===== src/rtl/controlador_sequenciador.sv =====
// controlador_sequenciador: SAP-1 control unit, one-hot T1..T6 ring counter plus LDA/ADD/SUB/OUT/HLT decoder
module controlador_sequenciador #(
    parameter logic [3:0] OP_LDA = 4'h0,
    parameter logic [3:0] OP_ADD = 4'h1,
    parameter logic [3:0] OP_SUB = 4'h2,
    parameter logic [3:0] OP_OUT = 4'hE,
    parameter logic [3:0] OP_HLT = 4'hF
) (
    input  logic       CLK,
    input  logic       CLR,
    input  logic [3:0] opcode,
    output logic [5:0] t_state,
    output logic       Cp,
    output logic       Ep,
    output logic       Lm,
    output logic       Ce,
    output logic       Li,
    output logic       Ei,
    output logic       La,
    output logic       Ea,
    output logic       Su,
    output logic       Eu,
    output logic       Lb,
    output logic       Lo,
    output logic       HLT
);
    typedef enum logic [5:0] {
        T1 = 6'b000001,
        T2 = 6'b000010,
        T3 = 6'b000100,
        T4 = 6'b001000,
        T5 = 6'b010000,
        T6 = 6'b100000
    } state_t;

    state_t state, state_n;
    logic   halted, halted_n;
    logic   mem_op, alu_op, is_lda, is_sub, is_out;

    always_ff @(posedge CLK) begin
        if (CLR) begin
            state  <= T1;
            halted <= 1'b0;
        end else begin
            state  <= state_n;
            halted <= halted_n;
        end
    end

    // HLT freezes the ring in T4 instead of advancing to T5
    always_comb begin
        state_n  = state;
        halted_n = halted;
        if (!halted) begin
            if (state == T4 && opcode == OP_HLT) halted_n = 1'b1;
            else begin
                case (state)
                    T1:      state_n = T2;
                    T2:      state_n = T3;
                    T3:      state_n = T4;
                    T4:      state_n = T5;
                    T5:      state_n = T6;
                    default: state_n = T1;
                endcase
            end
        end
    end

    always_comb begin
        is_lda = opcode == OP_LDA;
        is_sub = opcode == OP_SUB;
        is_out = opcode == OP_OUT;
        alu_op = opcode == OP_ADD || is_sub;
        mem_op = is_lda || alu_op;
        Ep  = !halted && state == T1;
        Cp  = !halted && state == T2;
        Li  = !halted && state == T3;
        Lm  = !halted && (state == T1 || (state == T4 && mem_op));
        Ei  = !halted && state == T4 && mem_op;
        Ea  = !halted && state == T4 && is_out;
        Lo  = !halted && state == T4 && is_out;
        Ce  = !halted && (state == T3 || (state == T5 && mem_op));
        Lb  = !halted && state == T5 && alu_op;
        La  = !halted && ((state == T5 && is_lda) || (state == T6 && alu_op));
        Eu  = !halted && state == T6 && alu_op;
        Su  = !halted && state == T6 && is_sub;
        HLT = halted;
    end

    assign t_state = state;
endmodule

===== config.mk =====
export PLATFORM = sky130hd
export DESIGN_NAME = controlador_sequenciador
export DESIGN_NICKNAME = d
export VERILOG_FILES = /design/src/rtl/controlador_sequenciador.sv
export SDC_FILE = /design/constraint.sdc
export NUM_CORES = 1
export LEC_CHECK = 0
export ABC_AREA = 1
export CAP_MARGIN = 10
export CELL_PAD_IN_SITES_DETAIL_PLACEMENT = 1
export CELL_PAD_IN_SITES_GLOBAL_PLACEMENT = 1
export CORE_ASPECT_RATIO = 1.1
export CORE_UTILIZATION = 27
export DETAILED_ROUTE_END_ITERATION = 12
export PLACE_DENSITY = 0.83
export SLEW_MARGIN = 20
export SYNTH_ARGS = -nofsm -noshare
export SYNTH_HDL_FRONTEND = slang
export SYNTH_SLANG_ARGS = --single-unit
export TNS_END_PERCENT = 5

===== constraint.sdc =====
create_clock -name CLK -period 2.96 [get_ports CLK]
set_input_delay 0.888 -clock CLK [delete_from_list [all_inputs] [get_ports CLK]]
set_output_delay 0.888 -clock CLK [all_outputs]
set_load 0.01 [all_outputs]

==> summary.txt, run 1 <==
Status
  • Status: finished, violations left
  • Failing checks: DRC

Route
  • Final wirelength: 1600 um
  • Pre-Repair DR Iteration Count: 7
  • DR vias: 645
  • Post-DRT Antenna Nets: 0
  • DR iter-0 viols: 10
  • WL per Instance: 12.0 um
  • DRC errors left: 3
  • Routed vias/inst: 4.85

Setup path
  • Cell breakdown of the critical path: clkdlybuf4s50_1 > nor2_1 > nor2_1 > nand2_1 > nand2_1 > clkdlybuf4s15_2
  • CP max stage delay: 0.45 ns
  • CP max-delay cell: clkdlybuf4s50_1
  • CP arrival: 2.01 ns
  • CP startpoint: opcode[0]
  • Max Fanout on Critical Path: 3
  • Critical Path Source Type: primary input
  • Crit path kind: primary input to primary output
  • Worst path bufs/invs: 2
  • Crit end category: primary output
  • CP delay by family, top: buffers and inverters
  • Worst R2R Start: t_state[2]
  • CP required: 2.07 ns
  • R2R Setup Slk: 1.80 ns

Final layout
  • Final Util: 0.459
  • Antenna cells: 0
  • Area grow syn2layout: 56.3%
  • Area of the multi-input gates: 334 um^2
  • Register Area: 140 um^2
  • Fraction of layout cells with a size suffix above 1: 0.200
  • Layout Nets: 122
  • # fillers: 236

Clock network
  • Max clock buf depth: 2
  • Cts hold-fix bufs: 0
  • Root buffer cell: clkbuf_4
  • CTS tree: built
  • Clk Latency, worst-skew pair: 0.25 ns
  • Clock Pin Slew Worst Setup and Hold Paths: 0.05 ns
  • H-tree depth: 1
  • Buffer count from post-CTS setup fixing: 0
  • CTS sink count: 7
  • TritonCTS buffer count: 3

Pwr
  • Power Density: 343 nW/um^2
  • Peak VDD IR: 0.260 mV
  • Static Leakage: 0.421 nW
  • Power after layout: 0.284 mW

Job
  • MaxCap Viol Count: 0

Die
  • I/O pin cnt: 25
  • Die width: 44.2 um
  • Initial Util: 0.294
  • Core area: 1800 um^2
  • Core Rows: 16
  • Die ar.: 2140 um^2
  • Die H: 48.4 um

Global route
  • GRT busiest layer: met2
  • Largest net degree at the start of global routing: 12
  • Routing usage on met2: 0.301
  • Initial antenna violation count: 0
  • Met1 Track Usage GR: 0.186
  • Overflow after GRT: 0
  • Overall Global Routing Usage: 0.167
  • Met3 usage: 0
  • First-pass GRT wire length: 2710 um
  • Number of global-route vias before repair: 650

Placement
  • Detail Placement HPWL: 1330 um
  • Pre-CTS WS: -0.340 ns
  • IO Port Bufs: 24
  • Placer Congestion: 0.832

Timing
  • Minimum clock period: 2.90 ns
  • Hold slack: 0.527 ns
  • Final Max Tran Viols: 0
  • Period utilization: 0.979
  • Final Skew: 0.00312 ns
  • RSZ-0062 raised after global routing: false
  • Final Worst Setup Slack: 0.0629 ns
  • Hold Vio Cnt, Final: 0
  • # setup viols final: 0
  • Fmax: 345 MHz
  • Slew at the pin with the worst max-slew slack: 0.379 ns
  • Slew Limit Headroom: 0.747

Synthesis
  • Post-synth EDFFs: 0
  • Synth cell count leaders: nand2_1, nor2_1, inv_1
  • Yosys cell types: 18
  • Syn Nets: 93
  • Seq/Total Area, Yosys: 0.265
  • Yosys top cell area share: 0.265
  • #FFs+latches synth: 7
  • Top-count cell post-synth: nand2_1
  • Cell count after synthesis: 87
  • Post-synth top area cell: dfxtp_1
  • Async S/R FF share, synth: 0
  • Post-synth top flop: dfxtp_1
  • Synthesized area: 529 um^2
  • Synth top area cells: dfxtp_1, nand2_1, nand3_1
  • Synth warn: 0
  • Mapped Avg Cell Area: 6.08 um^2

Worst hold path
  • Worst Hold Class: flop to flop
  • Worst Min Path Start: t_state[1]
-- path summary, 6_finish.rpt --
check | to | cells after the start
setup / recovery | La | 6
hold / removal | t_state[1] | 2
setup reg to reg | t_state[0] | 6
hold reg to reg | t_state[1] | 2
-- flip-flops by register name (all words and copies together), names as in the netlist --
signal and flops:
t_state 6, HLT 1
-- through the flow --
stage          instances  TNS (ns)  instance area, um^2
3_3_place_gp         129     -2.02                  795
2_1_floorplan         87         0                  529
4_1_cts              133  -0.00426                  820
5_1_grt              133         0                  827
6_report             133         0                  827
3_5_place_dp         129     -2.49                  795
-- what timing repair did --
action	CTS	global route
pin swaps	1	3
resized for setup	16	4
endpoints found under the setup margin	9	7
-- tightest hold or removal path, cell delays in order (launching register included) --
cell and delay, ns:
dfxtp_1 0.34, nand3_1 0.10, nand2_1 0.05
-- final cells by class --
| class | count | area share |
|---|---|---|
| inverters | 12 | 0.0545 |
| flip-flops and latches | 7 | 0.169 |
| repair buffers | 26 | 0.313 |
| multi-input cells | 66 | 0.404 |
| clock buffers | 4 | 0.0318 |
| well taps | 18 | 0.0272 |
-- cell usage in the layout (no fill, tap or decap), drive strengths merged --
master	netlist	final
a21oi	1	1
buf	2	2
clkbuf	0	4
clkdlybuf4s15	0	5
clkdlybuf4s50	0	13
dfxtp	7	7
dlygate4sd2	0	4
dlymetal6s2s	0	2
inv	12	12
nand2	25	25
nand3	13	13
nand4	3	3
nor2	20	20
nor3	2	2
o21ai	1	1
o22ai	1	1
-- layer usage --
layer  wire length, um  vias up  part of all wire
li1                  -      331                 -
met1               639      295              0.40
met2               873       17              0.55
met3                59        2             0.037
met4                27        0             0.017
met5                 0        -                 0
-- cell families (layout without fill, tap and decap cells) --
| kind of cell | after synthesis | count (layout) | share of synthesized area |
|---|---|---|---|
| AO/OA/AOI/OAI | 3 | 3 | 0.0307 |
| AND/OR/NAND/NOR | 63 | 63 | 0.596 |
| flip-flops | 7 | 7 | 0.265 |
| buffers and inverters | 14 | 42 | 0.109 |
-- power breakdown --
part / total (mW) / leakage (nW) / switching [mW] / internal (mW)
clock: 0.0862 / 0.0150 / 0.0348 / 0.0514
combinational: 0.0893 / 0.349 / 0.0463 / 0.0430
sequential: 0.108 / 0.0570 / 0.00833 / 0.100
total: 0.284 / 0.421 / 0.0895 / 0.194
Power figures use the tool's default switching activity.
==> inputs of run 2 (changes only) <==
Settings changed: CAP_MARGIN 10 to default.
==> results of run 2 <==
No change in the layout: final DEF, timing and power equal those of run 1.
